[src/rtl/carga_serie.sv]
`default_nettype none
// +--------------------------------------------------------------------------+
// | carga_serie : serial-to-parallel loader, MSB first, one-cycle load strobe |
// | Rev 1.0                                                                   |
// +--------------------------------------------------------------------------+
module carga_serie #(
  parameter int WIDTH = 8
) (
  input  logic             clk,
  input  logic             reset,
  input  logic             din,
  input  logic             valid_in,
  input  logic             start,
  output logic [WIDTH-1:0] q,
  output logic             carga,
  output logic             busy,
  output logic             err
);

  localparam int CW = (WIDTH > 1) ? $clog2(WIDTH) : 1;
  localparam logic [CW-1:0] c_last = CW'(WIDTH - 1);

  typedef enum logic [1:0] {
    IDLE  = 2'd0,
    SHIFT = 2'd1,
    DONE  = 2'd2
  } state_t;

  state_t           r_state;
  logic [CW-1:0]    r_cnt;
  logic [WIDTH-1:0] r_sr;

  state_t           w_next;
  logic             w_clear;
  logic             w_shift;
  logic             w_abort;
  logic [WIDTH-1:0] w_sr_next;

  always_comb begin
    w_next    = r_state;
    w_clear   = 1'b0;
    w_shift   = 1'b0;
    w_abort   = 1'b0;
    w_sr_next = {r_sr[WIDTH-2:0], din};
    case (r_state)
      IDLE: begin
        if (start) begin
          w_next  = SHIFT;
          w_clear = 1'b1;
        end
      end
      SHIFT: begin
        // A restart wins over any bit sampled in the same cycle.
        if (start) begin
          w_clear = 1'b1;
          w_abort = 1'b1;
        end else if (valid_in) begin
          w_shift = 1'b1;
          if (r_cnt == c_last) w_next = DONE;
        end
      end
      DONE: begin
        if (start) begin
          w_next  = SHIFT;
          w_clear = 1'b1;
        end else begin
          w_next = IDLE;
        end
      end
      default: w_next = IDLE;
    endcase
  end

  always_ff @(posedge clk or negedge reset) begin
    if (!reset) begin
      r_state <= IDLE;
      r_cnt   <= '0;
      r_sr    <= '0;
      q       <= '0;
      carga   <= 1'b0;
      busy    <= 1'b0;
      err     <= 1'b0;
    end else begin
      r_state <= w_next;
      if (w_clear) begin
        r_cnt <= '0;
        r_sr  <= '0;
      end else if (w_shift) begin
        r_sr <= w_sr_next;
        // Counter parks at WIDTH-1 on the last bit instead of wrapping.
        if (w_next != DONE) r_cnt <= r_cnt + 1'b1;
      end
      if (w_shift && (w_next == DONE)) q <= w_sr_next;
      carga <= (w_next == DONE);
      busy  <= (w_next == SHIFT);
      if (w_abort)              err <= 1'b1;
      else if (r_state == DONE) err <= 1'b0;
    end
  end

endmodule
`default_nettype wire

[config.mk]
export PLATFORM = sky130hd
export DESIGN_NAME = carga_serie
export DESIGN_NICKNAME = d
export VERILOG_FILES = /design/src/rtl/carga_serie.sv
export SDC_FILE = /design/constraint.sdc
export NUM_CORES = 1
export LEC_CHECK = 0
export ABC_AREA = 1
export BUFFER_PORTS_ARGS = -buffer_cell sky130_fd_sc_hd__buf_2
export CAP_MARGIN = 20
export CORE_MARGIN = 8
export CORE_UTILIZATION = 35
export CTS_CLUSTER_DIAMETER = 60
export CTS_CLUSTER_SIZE = 16
export DETAILED_ROUTE_END_ITERATION = 8
export PLACE_DENSITY_LB_ADDON = 0.3
export SYNTH_ARGS = -nofsm -noshare
export SYNTH_HDL_FRONTEND = slang
export SYNTH_SLANG_ARGS = --single-unit
[constraint.sdc]
create_clock -name clk -period 1.8 [get_ports clk]
set_clock_uncertainty 0.2 [all_clocks]
set_input_delay 0.45 -clock clk [delete_from_list [all_inputs] [get_ports clk]]
set_output_delay 0.45 -clock clk [all_outputs]
set_load 0.03 [all_outputs]
==> results of run 1 <==
path summary, 6_finish.rpt:
check,endpoint,depth (start not counted)
worst max-delay path,q[2]$_DFFE_PN0P_,6
worst min-delay path,q[0]$_DFFE_PN0P_,3
worst max register to register,q[2]$_DFFE_PN0P_,6
worst min register to register,q[6]$_DFFE_PN0P_,2
max in group asynchronous,busy$_DFF_PN0_,2
min in group asynchronous,q[7]$_DFFE_PN0P_,2
sequential cells by signal, indices dropped and copies added (netlist names):
| name | count |
|---|---|
| carga | 1 |
| r_state | 2 |
| q | 8 |
| err | 1 |
| busy | 1 |
| r_sr | 7 |
| r_cnt | 3 |
kinds of logic (layout without fill, tap and decap cells):
family / Yosys count / in the layout / synth area share
compound gates: 16 / 16 / 0.114
buf+inv: 13 / 32 / 0.0585
fa+ha+maj: 2 / 2 / 0.0260
simple gates: 38 / 38 / 0.203
flops: 23 / 23 / 0.598
metal layers:
metal,up-vias,part of all wire
li1,335,-
met1,315,0.43
met2,10,0.49
met3,4,0.043
met4,0,0.032
met5,-,0
cell type report:
type                            instances  area (um2)  area share
Clock inverter                          1        7.51     0.00680
Timing Repair Buffer                   16        85.1      0.0770
Tap cell                               31        38.8      0.0351
Inverter                               12        45.0      0.0408
Clock buffer                            3        22.5      0.0204
Multi-Input combinational cell         56         330       0.299
Sequential cell                        23         576       0.521
placed cells by master (no fill, tap or decap):
master	n
nand2_1	26
dfrtp_1	23
buf_2	15
inv_1	10
o21ai_0	5
o21ai_2	5
o22ai_1	4
nand3_1	4
clkbuf_4	3
inv_2	2
nand2_2	2
nand2_4	2
ha_1	2
nor2_4	1
nor2_2	1
nand3_4	1
a22o_1	1
a21boi_0	1
nand3b_1	1
clkinvlp_4	1
dlygate4sd3_1	1
per-stage QoR:
stage	util	setup slack (ns)	instance area (um2)
global route	0.411	0.0732	1100
finish	0.411	0.167	1100
CTS	0.411	0.148	1100
floorplan	-	0.352	962
detailed placement	0.396	0.153	1060
global placement	0.396	0.192	1060
critical path: stages (launching register included):
cell,delay [ns]
dfrtp_1,0.42
ha_1,0.21
ha_1,0.23
nand3_4,0.24
inv_1,0.13
nand2_1,0.07
nand2_1,0.05
power by group:
part | internal, mW | switching [mW] | total, mW | leakage (nW)
combinational | 0.0260 | 0.0574 | 0.0835 | 0.259
clock | 0.0849 | 0.164 | 0.249 | 0.0139
sequential | 0.533 | 0.0108 | 0.544 | 0.304
what timing repair did:
action	CTS	global route
resized for setup	0	0
hold buffers	1	0
endpoints found under the hold margin	23	0
==> flow_summary.yaml, run 1 <==
route:
  firstDrtPassIters: 2
  drt-initial-drc-count: 7
  wl_per_cell_um: 11.7
  ant_nets: 0
  drc: 0
  routed_via_density: 4.68
  drt_wl_total_mm: 1.67
  vias: 664
yosys:
  syn_nets: 99
  synth.most_common_cell: "nand2_1"
  yosys-top-cells-area: "dfrtp_1 (60%), nand2_1 (10%), o21ai_2 (4.6%), inv_1 (3.9%), ha_1 (2.6%)"
  avgSynthCellArea_um2: 10.5
  synth_seq_area_share: 0.598
  synth-edff-count: 0
  synth_area_um2: 962
  synthArstFlopShare: 1.00
  synth_cell_types: 18
  syn_inst: 92
  ys_ff_latch: 23
  yosysWarnings: 0
  yosysTopAreaCellShare: 0.598
  synth_common_cells: "nand2_1 (26), dfrtp_1 (23), inv_1 (10)"
  synth_area_leader_cell: "dfrtp_1"
  synth_flop_cell: "dfrtp_1"
timing:
  hold_slack_ns: 0.145
  relSlewSlack: 0.666
  max_freq_mhz: 613
  timing_hold_violations_final: 0
  fin_crit_sh: 0.907
  post-route-min-period_ns: 1.63
  finalSetupViolCount: 0
  drv_slew: 0
  tightest_slew_ns: 0.501
  rsz0062_at_grt: "false"
  setup_tns_ns: 0
critical_path:
  cp_max_fo: 17
  end_kind: "register"
  r2r-start: "r_cnt[0]$_DFFE_PN0P_"
  crit_arrival_ns: 1.66
  worstSetupStartpointType: "register"
  reg2reg_slack_ns: 0.17
  path_class: "register to register"
  crit_start: "r_cnt[0]$_DFFE_PN0P_"
  critPathRequiredTime_ns: 1.82
floorplanning:
  die_x_um: 68.4
  io_pins: 16
  dieArea_um2: 4680
  die_y_um: 68.4
  initial_utilization: 0.358
  num_rows: 19
  core-area_um2: 2690
place:
  place_inst: 137
  place_congestion: 0.732
  portBuffers: 15
  detailed_place_hpwl_mm: 1.23
global_routing:
  grtUsageMet1: 0.0926
  grt_pass1_wl_mm: 2.85
  use_met2: 0.130
  overflow: 0
  grt_pass1_vias: 638
  gr-usage-met3: 0.0213
  grtUsageTotal: 0.0820
  antenna_found_initial: 0
  grt-busiest-layer: "met2"
  grt_max_degree: 24
finish:
  n_antenna_cell: 0
  final_cells: 142
  num-fill-cells: 281
  layout-drive-gt1-share: 0.297
  area_growth_pct: 14.8
  nNetsFinal: 119
power_and_ir_drop:
  finalPower_uw: 877
  irDropWorstVdd_v: 0.000559
  power.leakage_nw: 0.577
  power-per-cell-area_nw_per_um2: 794
clocking:
  clockBufferDepth: 2
  cts_buffers: 3
  cts_sinks: 23
  clkLatencyLatePin_ns: 0.32
  cts_root_buf: "clkbuf_4"
  cts_tree: "yes"
  cts.clk_slew.worst_paths_ns: 0.13
  h-tree-depth: 1
  cts_setup_buffers: 0
hold_path:
  hp-start: "din"
  hp-class: "primary input to register"
flow_run:
  drv_cap: 0
run_status:
  status: "finished, final reports clean"
Power figures use the tool's default switching activity.
==> inputs of run 2 (changes only) <==
Settings changed: ABC_AREA 1 to unset.
Clock period 1.8 ns to 2.1 ns, I/O delays scaled along.
==> flow_summary.yaml, run 2 <==
power_and_ir_drop:
  irDropWorstVdd_v: 0.000431
  power.leakage_nw: 0.598
  power-per-cell-area_nw_per_um2: 625
yosys:
  yosysTopAreaCellShare: 0.599
  synth-edff-count: 0
  synth_seq_area_share: 0.599
  syn_inst: 75
  syn_nets: 82
  yosysWarnings: 0
  synth_area_um2: 961
  synth_common_cells: "dfrtp_1 (23), nand2_1 (9), mux2_4 (8), o21ai_0 (8), nand3_1 (7)"
  synth_cell_types: 19
  yosys-top-cells-area: "dfrtp_1 (60%), mux2_4 (13%), o21ai_0 (4.2%), nand3_1 (3.6%), nand2_1 (3.5%)"
  avgSynthCellArea_um2: 12.8
  synthArstFlopShare: 1.00
  ys_ff_latch: 23
  synth_flop_cell: "dfrtp_1"
  synth.most_common_cell: "dfrtp_1"
  synth_area_leader_cell: "dfrtp_1"
timing:
  timing_hold_violations_final: 0
  tightest_slew_ns: 0.553
  fin_crit_sh: 0.863
  relSlewSlack: 0.631
  drv_slew: 0
  post-route-min-period_ns: 1.81
  finalSetupViolCount: 0
  max_freq_mhz: 552
  setup_tns_ns: 0
  rsz0062_at_grt: "false"
hold_path:
  hp-start: "din"
  worst_hold_path.endpoint: "r_sr[0]$_DFFE_PN0P_"
  whs_path_depth: 3
  hp-class: "primary input to register"
critical_path:
  crit_arrival_ns: 1.82
  end_kind: "register"
  rr_worst_depth: 5
  path_common_cell: "ha_1"
  crit_path_cell_trace: "ha_1 -> ha_1 -> and3_1 -> buf_4 -> mux2_4"
  r2r-start: "r_cnt[0]$_DFFE_PN0P_"
  worstSetupStartpointType: "register"
  path_class: "register to register"
  cpPeakStageDelay_ns: 0.41
  critPathRequiredTime_ns: 2.11
  cp_slowest_cell: "dfrtp_1"
  reg2reg_slack_ns: 0.29
  rr_endpoint: "q[6]$_DFFE_PN0P_"
  cp_max_fo: 9
finish:
  layout-drive-gt1-share: 0.351
  nNetsFinal: 102
  layout_commonest_cell: "dfrtp_1"
  design_area_um2: 1110
  area_growth_pct: 15.4
  num-fill-cells: 254
  top_regs: "q x8, r_sr x7, r_cnt x3"
  final_cell_mix: "dfrtp_1 (23), buf_2 (15), nand2_1 (9), o21ai_0 (8), mux2_4 (8)"
  largest_register_ffs: 8
  n_antenna_cell: 0
  top_register: "q"
route:
  drt_wl_total_mm: 1.69
  drt-initial-drc-count: 20
  ant_nets: 0
  drc: 0
  wl_per_cell_um: 13.5
  firstDrtPassIters: 4
  vias: 613
  routed_via_density: 4.90
global_routing:
  grt_max_degree: 24
  grtUsageTotal: 0.0836
  antenna_found_initial: 0
  grt_pass1_vias: 631
  overflow: 0
  grt_pass1_wl_mm: 2.91
  grtUsageMet1: 0.103
  grt-busiest-layer: "met2"
  gr-usage-met3: 0.0426
  use_met2: 0.125
floorplanning:
  io_pins: 16
  dieArea_um2: 4680
  die_y_um: 68.4
  die_x_um: 68.4
  core-area_um2: 2690
  initial_utilization: 0.358
  num_rows: 19
clocking:
  cts.clk_slew.worst_paths_ns: 0.13
  cts_hold_buf: 1
  cts_root_buf: "clkbuf_4"
  cts_buffers: 3
  cts_tree: "yes"
  cts_sinks: 23
  cts_setup_buffers: 0
  clockBufferDepth: 2
  post_cts_resized: 0
  clkLatencyLatePin_ns: 0.31
  h-tree-depth: 1
run_status:
  status: "finished, final reports clean"
place:
  detailed_place_hpwl_mm: 1.21
  place_congestion: 0.696
  placed_cell_area_um2: 1070
  portBuffers: 15
flow_run:
  drv_cap: 0
run 2: how the worst max path moves through the flow:
stage / slack (ns) / endpoint / depth (start not counted) / start
floorplan: 0.31 / q[0]$_DFFE_PN0P_ / 4 / valid_in
global placement: 0.27 / q[5]$_DFFE_PN0P_ / 5 / start
detailed placement: 0.26 / q[0]$_DFFE_PN0P_ / 5 / start
CTS: 0.29 / q[6]$_DFFE_PN0P_ / 5 / r_cnt[0]$_DFFE_PN0P_
global route: 0.22 / r_cnt[0]$_DFFE_PN0P_ / 3 / r_state[0]$_DFF_PN0_
finish: 0.29 / q[6]$_DFFE_PN0P_ / 5 / r_cnt[0]$_DFFE_PN0P_
run 2: metrics by stage:
step / cells / utilization / power [mW] / setup slack (ns) / hold slack [ns]
3_5_place_dp: 120 / 0.399 / 0.497 / 0.255 / 0.290
2_1_floorplan: 75 / - / 0.476 / 0.312 / 0.0294
4_1_cts: 125 / 0.413 / 0.704 / 0.286 / 0.241
3_3_place_gp: 120 / 0.399 / 0.495 / 0.266 / 0.288
5_1_grt: 125 / 0.413 / 0.734 / 0.223 / 0.248
6_report: 125 / 0.413 / 0.693 / 0.288 / 0.248
run 2: report_power, final:
group	internal [mW]	total, mW	leakage, nW	switching, mW
Combinational	0.0144	0.0358	0.277	0.0214
Sequential	0.449	0.452	0.303	0.00386
Clock	0.0712	0.205	0.0177	0.134
Total	0.534	0.693	0.598	0.159
run 2: cells by family (layout without fill, tap and decap cells):
group                    after synthesis  count (layout)  synth area share
multiplexers                           9               9             0.137
flip-flops                            23              23             0.599
buffers and inverters                  4              23            0.0234
adder cells (fa/ha/maj)                2               2            0.0260
AND/OR/NAND/NOR                       23              23             0.130
AO/OA/AOI/OAI                         14              14            0.0846
run 2: final cells by class:
type	instances	area [um2]	share of cell area
timing repair buffer	18	100	0.0903
multi-input combinational	48	363	0.327
clock buffer	3	22.5	0.0203
clock inverter	1	5.00	0.00451
inverter	1	3.75	0.00339
sequential	23	576	0.519
tap	31	38.8	0.0350
run 2: per-layer routing:
metal,vias to the layer above,part of all wire
met5,-,0
met4,0,0.011
met3,2,0.093
met2,17,0.41
met1,295,0.49
li1,299,-
run 2: critical path: cells and delay by family, from the launching register on:
kind          cells  cell delay, ns
fa+ha+maj         2            0.45
buf+inv           1            0.18
flops             1            0.41
mux               1            0.30
simple gates      1            0.18
==> inputs of run 3 (changes only) <==
Settings changed: PLACE_DENSITY_LB_ADDON 0.3 to unset.
==> flow_summary.yaml, run 3 (synthesized netlist as in run 2, its figures left out) <==
route:
  vias: 628
  drt_wl_total_mm: 1.75
  drt-initial-drc-count: 16
  wl_per_cell_um: 14.0
  drc: 0
  firstDrtPassIters: 4
  ant_nets: 0
  routed_via_density: 5.02
clocking:
  cts_root_buf: "clkbuf_4"
  clockBufferDepth: 2
  cts_buffers: 3
  clkLatencyLatePin_ns: 0.31
  cts_sinks: 23
  cts.clk_slew.worst_paths_ns: 0.13
  h-tree-depth: 1
  post_cts_resized: 0
  cts_tree: "yes"
critical_path:
  rr_endpoint: "q[6]$_DFFE_PN0P_"
  rr_worst_depth: 5
  cp_max_fo: 9
  r2r-start: "r_cnt[0]$_DFFE_PN0P_"
  end_kind: "register"
  critPathRequiredTime_ns: 2.10
  path_class: "register to register"
  reg2reg_slack_ns: 0.31
  crit_start: "r_cnt[0]$_DFFE_PN0P_"
  crit_arrival_ns: 1.79
  worstSetupStartpointType: "register"
finish:
  layout_commonest_cell: "dfrtp_1"
  n_antenna_cell: 0
  top_regs: "q x8, r_sr x7, r_cnt x3"
  largest_register_ffs: 8
  final_cell_mix: "dfrtp_1 (23), buf_2 (15), nand2_1 (9), o21ai_0 (8), mux2_4 (8)"
  layout-drive-gt1-share: 0.351
  nNetsFinal: 102
  top_register: "q"
  area_growth_pct: 15.6
  design_area_um2: 1110
timing:
  timing_hold_violations_final: 0
  post-route-min-period_ns: 1.79
  tightest_slew_ns: 0.541
  relSlewSlack: 0.640
  fin_crit_sh: 0.853
  max_freq_mhz: 558
  finalSetupViolCount: 0
  drv_slew: 0
  setup_tns_ns: 0
  rsz0062_at_grt: "false"
hold_path:
  worst_hold_path.endpoint: "r_sr[0]$_DFFE_PN0P_"
  hp-class: "primary input to register"
  whs_path_depth: 3
  hp-start: "din"
floorplanning:
  initial_utilization: 0.358
  io_pins: 16
  die_y_um: 68.4
  core-area_um2: 2690
  die_x_um: 68.4
  dieArea_um2: 4680
  num_rows: 19
place:
  place_congestion: 0.722
  placed_cell_area_um2: 1070
  detailed_place_hpwl_mm: 1.27
  portBuffers: 15
run_status:
  status: "finished, final reports clean"
global_routing:
  grt_max_degree: 24
  overflow: 0
  antenna_found_initial: 0
  grt_pass1_wl_mm: 3.03
  grtUsageTotal: 0.0860
  grt_pass1_vias: 675
flow_run:
  drv_cap: 0
power_and_ir_drop:
  finalPower_uw: 694
  irDropWorstVdd_v: 0.000436
  power.leakage_nw: 0.594
  power-per-cell-area_nw_per_um2: 625
## run 3: changes by cell type in the layout (fill, tap and decap cells not counted), sizes merged
| cell | previous run | this run |
|---|---|---|
| clkinvlp | 0 | 1 |
| clkinv | 1 | 0 |
## run 3: area by class of cell
type,count,area (um2)
sequential,23,576
timing repair buffer,18,100
fill,263,1580
inverter,1,3.75
tap,31,38.8
clock buffer,3,22.5
multi-input combinational,48,363
clock inverter,1,7.51
## run 3: critical path, stage by stage, from the launching register on
cell and delay, ns:
dfrtp_1 0.40, ha_1 0.20, ha_1 0.23, and3_1 0.18, buf_4 0.18, mux2_4 0.30
## run 3: how the worst max path moves through the flow
stage                     cells after the start                    to  slack (ns)
final                                         5      q[6]$_DFFE_PN0P_        0.31
after global routing                          5      q[6]$_DFFE_PN0P_        0.23
after CTS                                     3  r_cnt[0]$_DFFE_PN0P_        0.29
after detailed placement                      5      q[4]$_DFFE_PN0P_        0.25
after global placement                        5      q[0]$_DFFE_PN0P_        0.27
after floorplan                               4      q[0]$_DFFE_PN0P_        0.31
## run 3: per-layer routing
layer,track usage,share of wire
met5,0,0
met4,0.0460,0.0057
met3,0.0245,0.051
met2,0.148,0.49
met1,0.0937,0.45
## run 3: repair_timing
item / 4_1_cts / 5_1_grt
hold buffers: 1 / 0
setup buffers: 0 / 0
hold endpoints to repair: 23 / 0
## run 3: per-stage QoR
| stage | std cells | util | worst slack, ns | hold slack (ns) |
|---|---|---|---|---|
| 6_report | 125 | 0.414 | 0.308 | 0.246 |
| 2_1_floorplan | 75 | - | 0.312 | 0.0294 |
| 5_1_grt | 125 | 0.414 | 0.231 | 0.234 |
| 3_5_place_dp | 120 | 0.399 | 0.247 | 0.292 |
| 3_3_place_gp | 120 | 0.399 | 0.268 | 0.288 |
| 4_1_cts | 125 | 0.414 | 0.288 | 0.238 |
## run 3: power by group
part | switching, mW | internal [mW] | total (mW)
registers | 0.00376 | 0.449 | 0.452
logic | 0.0213 | 0.0143 | 0.0356
clock network | 0.134 | 0.0725 | 0.206
total | 0.159 | 0.535 | 0.694
